## config.mk

```make
export PLATFORM = sky130hd
export DESIGN_NAME = control_unit
export DESIGN_NICKNAME = d
export VERILOG_FILES = /design/src/rtl/control_unit.sv
export SDC_FILE = /design/constraint.sdc
export NUM_CORES = 1
export LEC_CHECK = 0
export ABC_AREA = 0
export CORE_MARGIN = 10
export CORE_UTILIZATION = 31
export CTS_CLUSTER_DIAMETER = 60
export CTS_CLUSTER_SIZE = 10
export DETAILED_ROUTE_END_ITERATION = 8
export PLACE_DENSITY = 0.81
export REMOVE_ABC_BUFFERS = 1
export SETUP_SLACK_MARGIN = 0.5
export SLEW_MARGIN = 25
export SYNTH_ARGS = -nofsm -noshare
export SYNTH_HDL_FRONTEND = slang
export SYNTH_SLANG_ARGS = --single-unit
```

## constraint.sdc

```tcl
create_clock -name Clock -period 1.7 [get_ports Clock]
set_input_delay 0.17 -clock Clock [delete_from_list [all_inputs] [get_ports Clock]]
set_output_delay 0.17 -clock Clock [all_outputs]
set_load 0.1 [all_outputs]
```

## src/rtl/control_unit.sv

```systemverilog
// Hardwired Moore control sequencer for the Mini SRC datapath: fetch T0-T2, opcode-driven execute T3-T7.
// State is registered; every strobe is decoded combinationally from state and IR[31:27].
module control_unit (
  input  logic        Clock,
  input  logic        Clear,
  input  logic [31:0] IR,
  input  logic        Stop,
  output logic        Run,
  output logic        PCout,
  output logic        ZHighout,
  output logic        ZLowout,
  output logic        MDRout,
  output logic        HIout,
  output logic        LOout,
  output logic        InPortout,
  output logic        Cout,
  output logic        BAout,
  output logic        Gra,
  output logic        Grb,
  output logic        Grc,
  output logic        R_in,
  output logic        R_out,
  output logic        PC_enable,
  output logic        IR_enable,
  output logic        MAR_enable,
  output logic        MDR_enable,
  output logic        Y_enable,
  output logic        ZHighIn,
  output logic        ZLowIn,
  output logic        HI_enable,
  output logic        LO_enable,
  output logic        OutPort_enable,
  output logic        MDR_read,
  output logic        RAM_write,
  output logic        IncPC,
  output logic [3:0]  ALU_op
);
  localparam logic [4:0] OP_LD = 5'b00000, OP_LDI = 5'b00001, OP_ST = 5'b00010;
  localparam logic [4:0] OP_ADD = 5'b00011, OP_SUB = 5'b00100, OP_AND = 5'b00101, OP_OR = 5'b00110;
  localparam logic [4:0] OP_ADDI = 5'b01100, OP_ANDI = 5'b01101, OP_ORI = 5'b01110;
  localparam logic [4:0] OP_MUL = 5'b10011, OP_DIV = 5'b10100, OP_JR = 5'b10101;
  localparam logic [4:0] OP_IN = 5'b10111, OP_OUT = 5'b11000, OP_MFHI = 5'b11001;
  localparam logic [4:0] OP_MFLO = 5'b11010, OP_HALT = 5'b11100;

  typedef enum logic [3:0] {S_RESET, S_T0, S_T1, S_T2, S_T3, S_T4, S_T5, S_T6, S_T7, S_HALT} state_t;

  state_t     state, last;
  logic       stop_pend;
  logic [4:0] op;
  logic [3:0] alu_code;
  logic       c_alu, c_imm, c_ldi, c_ld, c_st, c_md;
  logic       unused_ir;

  assign op        = IR[31:27];
  assign unused_ir = ^IR[26:0];

  assign c_alu = (op == OP_ADD) || (op == OP_SUB) || (op == OP_AND) || (op == OP_OR);
  assign c_imm = (op == OP_ADDI) || (op == OP_ANDI) || (op == OP_ORI);
  assign c_ldi = (op == OP_LDI);
  assign c_ld  = (op == OP_LD);
  assign c_st  = (op == OP_ST);
  assign c_md  = (op == OP_MUL) || (op == OP_DIV);

  always_comb begin
    case (op)
      OP_SUB:          alu_code = 4'd1;
      OP_AND, OP_ANDI: alu_code = 4'd2;
      OP_OR,  OP_ORI:  alu_code = 4'd3;
      OP_MUL:          alu_code = 4'd4;
      OP_DIV:          alu_code = 4'd5;
      default:         alu_code = 4'd0;
    endcase
  end

  always_comb begin
    if (c_alu || c_imm || c_ldi) last = S_T5;
    else if (c_md)               last = S_T6;
    else if (c_ld || c_st)       last = S_T7;
    else                         last = S_T3;
  end

  // A Stop seen anywhere in an instruction is remembered until its final state.
  always_ff @(posedge Clock) begin
    if (Clear) begin
      state     <= S_RESET;
      stop_pend <= 1'b0;
    end else begin
      case (state)
        S_RESET: state <= S_T0;
        S_HALT:  state <= S_HALT;
        default: begin
          if (state == last) begin
            state     <= (op == OP_HALT || stop_pend || Stop) ? S_HALT : S_T0;
            stop_pend <= 1'b0;
          end else begin
            state     <= state_t'(state + 4'd1);
            stop_pend <= stop_pend | Stop;
          end
        end
      endcase
    end
  end

  always_comb begin
    PCout = 1'b0; ZHighout = 1'b0; ZLowout = 1'b0; MDRout = 1'b0; HIout = 1'b0;
    LOout = 1'b0; InPortout = 1'b0; Cout = 1'b0; BAout = 1'b0;
    Gra = 1'b0; Grb = 1'b0; Grc = 1'b0; R_in = 1'b0; R_out = 1'b0;
    PC_enable = 1'b0; IR_enable = 1'b0; MAR_enable = 1'b0; MDR_enable = 1'b0; Y_enable = 1'b0;
    ZHighIn = 1'b0; ZLowIn = 1'b0; HI_enable = 1'b0; LO_enable = 1'b0; OutPort_enable = 1'b0;
    MDR_read = 1'b0; RAM_write = 1'b0; IncPC = 1'b0; ALU_op = 4'd0;
    Run = (state != S_RESET) && (state != S_HALT);
    case (state)
      S_T0: begin PCout = 1'b1; MAR_enable = 1'b1; IncPC = 1'b1; ZLowIn = 1'b1; end
      S_T1: begin ZLowout = 1'b1; PC_enable = 1'b1; MDR_read = 1'b1; MDR_enable = 1'b1; end
      S_T2: begin MDRout = 1'b1; IR_enable = 1'b1; end
      S_T3: begin
        if (c_alu || c_imm)            begin Grb = 1'b1; R_out = 1'b1; Y_enable = 1'b1; end
        else if (c_ldi || c_ld || c_st) begin Grb = 1'b1; BAout = 1'b1; Y_enable = 1'b1; end
        else if (c_md)                 begin Gra = 1'b1; R_out = 1'b1; Y_enable = 1'b1; end
        else begin
          case (op)
            OP_JR:   begin Gra = 1'b1; R_out = 1'b1; PC_enable = 1'b1; end
            OP_IN:   begin InPortout = 1'b1; Gra = 1'b1; R_in = 1'b1; end
            OP_OUT:  begin Gra = 1'b1; R_out = 1'b1; OutPort_enable = 1'b1; end
            OP_MFHI: begin HIout = 1'b1; Gra = 1'b1; R_in = 1'b1; end
            OP_MFLO: begin LOout = 1'b1; Gra = 1'b1; R_in = 1'b1; end
            default: ;
          endcase
        end
      end
      S_T4: begin
        if (c_alu) begin
          Grc = 1'b1; R_out = 1'b1; ZLowIn = 1'b1; ALU_op = alu_code;
        end else if (c_imm || c_ldi || c_ld || c_st) begin
          Cout = 1'b1; ZLowIn = 1'b1; ALU_op = alu_code;
        end else if (c_md) begin
          Grb = 1'b1; R_out = 1'b1; ZHighIn = 1'b1; ZLowIn = 1'b1; ALU_op = alu_code;
        end
      end
      S_T5: begin
        if (c_alu || c_imm || c_ldi) begin ZLowout = 1'b1; Gra = 1'b1; R_in = 1'b1; end
        else if (c_ld || c_st)       begin ZLowout = 1'b1; MAR_enable = 1'b1; end
        else if (c_md)               begin ZLowout = 1'b1; LO_enable = 1'b1; end
      end
      S_T6: begin
        if (c_ld)      begin MDR_read = 1'b1; MDR_enable = 1'b1; end
        else if (c_st) begin Gra = 1'b1; R_out = 1'b1; MDR_enable = 1'b1; end
        else if (c_md) begin ZHighout = 1'b1; HI_enable = 1'b1; end
      end
      S_T7: begin
        if (c_ld)      begin MDRout = 1'b1; Gra = 1'b1; R_in = 1'b1; end
        else if (c_st) RAM_write = 1'b1;
      end
      default: ;
    endcase
  end
endmodule

```

==> results of run 1 <==
per-stage QoR:
step           area, um2  hold slack [ns]  util, %  setup TNS (ns)
2_1_floorplan      839.6           0.2428        -          -35.87
3_3_place_gp        2004           0.5099    72.06          -8.737
3_5_place_dp        2004           0.5315    72.06          -9.743
4_1_cts             2689           0.5380    96.67          -1.835
cells by family after synthesis:
| family | Yosys count |
|---|---|
| other cells | 1 |
| xor+xnor | 2 |
| buf+inv | 20 |
| fa+ha+maj | 4 |
| compound gates | 33 |
| mux | 4 |
| simple gates | 64 |
| flops | 5 |
synthesized netlist by cell type (2+ instances only):
library cell	instances	area [um2]
nor2_1	16	60.06
nand2_1	14	52.55
a21oi_1	7	35.03
inv_1	7	26.28
nor3_1	6	30.03
o21ai_1	6	30.03
dfxtp_1	5	100.1
buf_4	4	30.03
clkbuf_1	4	15.01
ha_1	4	50.05
nand3_1	4	20.02
nor3b_1	4	30.03
o21ai_0	4	20.02
nand2b_1	3	18.77
nor2b_1	3	18.77
a2111oi_0	2	17.52
a211o_1	2	17.52
a21o_1	2	15.01
a31oi_1	2	12.51
and3_1	2	12.51
buf_1	2	7.510
buf_2	2	10.01
mux2i_1	2	20.02
nor4_1	2	12.51
or3_1	2	12.51
timing repair:
| action | 4_1_cts |
|---|---|
| pin swaps | 36 |
| resized for setup | 154 |
| setup endpoints to repair | 36 |
| gates cloned | 4 |
| buffers inserted | 18 |
==> impl_metrics.ini, run 1 <==
[synth]
async_reset_ff_share_pct = 0
ys_seq_area_share_pct = 11.10
syn_inst = 133
synth_xor_area_share_pct = 1.942
synthMuxAreaShare_pct = 4.716
synth_compound_area_share_pct = 27.60
synthSimpleGateAreaFrac_pct = 38.42
synth.ff_latch_count = 5
syn_area_um2 = 902.1
yosysWarnings = 0
synth_fa_ha_area_share_pct = 5.548
syn_avg_cell_area_um2 = 6.783
synth_top_family_by_area = simple AND/OR/NAND/NOR gates
yosysUniqueCellTypes = 47
ys.flop_type = dfxtp_1
synth_edf_count = 0

[clock_network]
htreeDepth = 1
clockBufferDepth = 2
postCtsHoldBufs = 0
cts.sinks = 5
cts_made_buffers = 3
cts.root.buffer_cell = clkbuf_4

[status]
toolErrorMsg = [ERROR DPL-0038] Utilization greater than 100%, impossible to legalize
status = did not finish
stop_stage = 5_1_grt

[floorplan]
die_h_um = 73.95
fp.dieW_um = 73.95
ios = 67
initial_core_util_pct = 32.43
rows = 19

[timing]
worst-ep-kind = output port
crit_endpoint = Gra

[place]
dpl.hpwl_um = 3263
dp.cells = 248
place_ws_ns = -0.5114
io_buffers = 38
place_congestion = 0.9681

[grt]
grt_start_max_net_pins = 10
==> run 2: changes to the inputs <==
- CORE_AREA: default -> 10 10 71 73
- CORE_MARGIN: 10 -> default
- CORE_UTILIZATION: 31 -> default
- CTS_CLUSTER_DIAMETER: 60 -> default
- CTS_CLUSTER_SIZE: 10 -> default
- DIE_AREA: default -> 0 0 81 83
- PLACE_DENSITY: 0.81 -> default
- PLACE_DENSITY_LB_ADDON: default -> 0.15
- SETUP_SLACK_MARGIN: 0.5 -> default
- clock period: 1.7 -> 2.2 ns (I/O delays scaled with it)
==> run 2 against run 1 <==
The run now ends clean. Synthesized cell count did not move. Area after synthesis did not move.
==> impl_metrics.ini, run 2 <==
[status]
status = completed

[floorplan]
dieArea_um2 = 6723
rows = 22
die_h_um = 83
ios = 67
core_um2 = 3633
initial_core_util_pct = 24.83
fp.dieW_um = 81

[detailed_routing]
drc = 0
antenna_left = 0
drtIter0Drc = 116
wl_met3_um = 238
vias = 1230
vias_per_cell = 4.940
dr_wl_met2_um = 1997
drt-met1-wl_um = 1593
dr.pass1.iters = 4
routedWlPerCell_um = 15.80
drt-total-wl_um = 3935
routed.top_layer = met4

[job]
drv_cap = 0

[grt]
antenna_found_initial = 0
grt_usage_pct = 10.75
grt_overflow = 0
grt_start_max_net_pins = 17
first_global_vias = 1256
grt_pass1_wl_um = 6127

[synth]
synthSimpleGateAreaFrac_pct = 38.42
yosys.area.top_type = dfxtp_1
yosysWarnings = 0
synth_top_family_by_area = simple AND/OR/NAND/NOR gates
synthMuxAreaShare_pct = 4.716
ys_seq_area_share_pct = 11.10
yosys-top-cells-count = 16 x nor2_1, 14 x nand2_1, 7 x a21oi_1, 7 x inv_1
synth_compound_area_share_pct = 27.60
ys.flop_type = dfxtp_1
synth_fa_ha_area_share_pct = 5.548
synth_xor_area_share_pct = 1.942
syn_inst = 133
syn_avg_cell_area_um2 = 6.783
yosysMostFrequentCell = nor2_1
synth.ff_latch_count = 5
yosysUniqueCellTypes = 47
synth_top_area_share_pct = 11.10
syn_area_um2 = 902.1
async_reset_ff_share_pct = 0
synth_edf_count = 0
ys_top_cells_by_area = dfxtp_1 11%, nor2_1 6.7%, nand2_1 5.8%

[cells_and_area]
final_nets = 241
instances_no_fill = 249
layout-drive-gt1-share_pct = 45.77
largest_register_ffs = 4
area_growth_pct = 127.3
reg.largest.list = state (4), stop_pend (1)
regMostFlops = state
fin_util_pct = 56.44
fin_area_um2 = 2051
filler_cell_count = 327
diodes = 0
layout_commonest_cell = buf_12
layout_common_cells = 34 x buf_12, 30 x buf_4, 16 x nor2_1

[min_path]
holdCritPathClass = reg -> reg
worstHoldPathCells = 2

[power]
vdd_ir_drop_max_v = 0.0004085
p_leak_nw = 0.8768
p_per_area_nw_per_um2 = 362.4
p_total_mw = 0.7432

[place]
post_dp_cell_area_um2 = 1853
place_congestion = 0.7960
place_ws_ns = -0.1199
io_buffers = 38
dp.cells = 237
dpl.hpwl_um = 2944

[timing]
period_share_pct = 97.28
rsz0062_at_grt = yes
fin_skew_ns = 0.001669
hold_ws_ns = 0.5348
setup_viol = 0
hold_viol = 0
finalSetupTns_ns = 0
layout_min_cycle_time_ns = 2.140
slew_viol_final = 0
fmax_mhz = 467.2
final.setup.worst_slack_ns = 0.05979

[critical_path]
critPathRequiredTime_ns = 1.98
path_class = in -> out
rr_worst_depth = 4
critPathBufInv = 3
cp-start-kind = primary input
cp_slowest_stage_delay_ns = 0.42
worstPathCellList = clkdlybuf4s50_1 -> buf_6 -> nand2b_1 -> or3_4 -> a21oi_2 -> a311o_1 -> nand2b_4 -> buf_12
critPathMaxFanout = 8
cp_top_family = buffers and inverters
worst_ep_arrival_time_ns = 1.92
cp_slowest_cell = clkdlybuf4s50_1
cp-end-kind = output port
critical_path_cell_count = 8

[clock_network]
postCtsHoldBufs = 0
htreeDepth = 1
cts_tree = done
cts.clk_slew.worst_paths_ns = 0.03
clockBufferDepth = 2
cts.sinks = 5
clock_latency_ns = 0.22
cts_made_buffers = 3
cts.root.buffer_cell = clkbuf_8
## run 2: final cells by class
| cell class | count | area, um2 | share of cell area (%) |
|---|---|---|---|
| Inverter | 8 | 30.03 | 1.464 |
| Sequential cell | 5 | 100.1 | 4.881 |
| Timing Repair Buffer | 76 | 1033 | 50.40 |
| Clock buffer | 4 | 45.04 | 2.196 |
| Tap cell | 48 | 60.06 | 2.929 |
| Multi-Input combinational cell | 108 | 782.0 | 38.13 |
## run 2: kinds of logic (layout without fill, tap and decap cells)
family / after synthesis / count (layout)
simple gates: 64 / 64
compound gates: 33 / 33
buf+inv: 20 / 88
flops: 5 / 5
fa+ha+maj: 4 / 4
mux: 4 / 4
xor+xnor: 2 / 2
other cells: 1 / 1
## run 2: per-layer routing
metal | up-vias | GRT usage [%]
li1 | 609 | -
met1 | 564 | 13.07
met2 | 47 | 17.94
met3 | 10 | 1.940
met4 | 0 | 4.069
met5 | - | 0
## run 2: worst register-to-register path, stage by stage, from the launching register on
cell	delay, ns
dfxtp_1	0.45
nor2b_1	0.28
mux2i_1	0.16
a2111oi_4	0.38
mux2_1	0.36
## run 2: timing repair
| action | in CTS | in global routing |
|---|---|---|
| setup buffers | 0 | 7 |
| pin swaps | 0 | 5 |
| gates cloned | 0 | 2 |
| setup endpoints to repair | 9 | 17 |
| resized for setup | 6 | 20 |
## run 2: power breakdown
group / total (mW) / internal [mW] / switching, mW / leakage, nW
clock: 0.168 / 0.124 / 0.0441 / 0.0228
combinational: 0.470 / 0.176 / 0.294 / 0.813
sequential: 0.105 / 0.0977 / 0.00751 / 0.0410
## run 2: final timing paths
path / to / from / slack, ns
setup / recovery: Gra / IR[27] / 0.06
hold / removal: stop_pend / stop_pend / 0.53
setup reg to reg: state[3] / state[3] / 0.45
hold reg to reg: stop_pend / stop_pend / 0.53
Note: power is estimated with default switching activity, not from simulation.
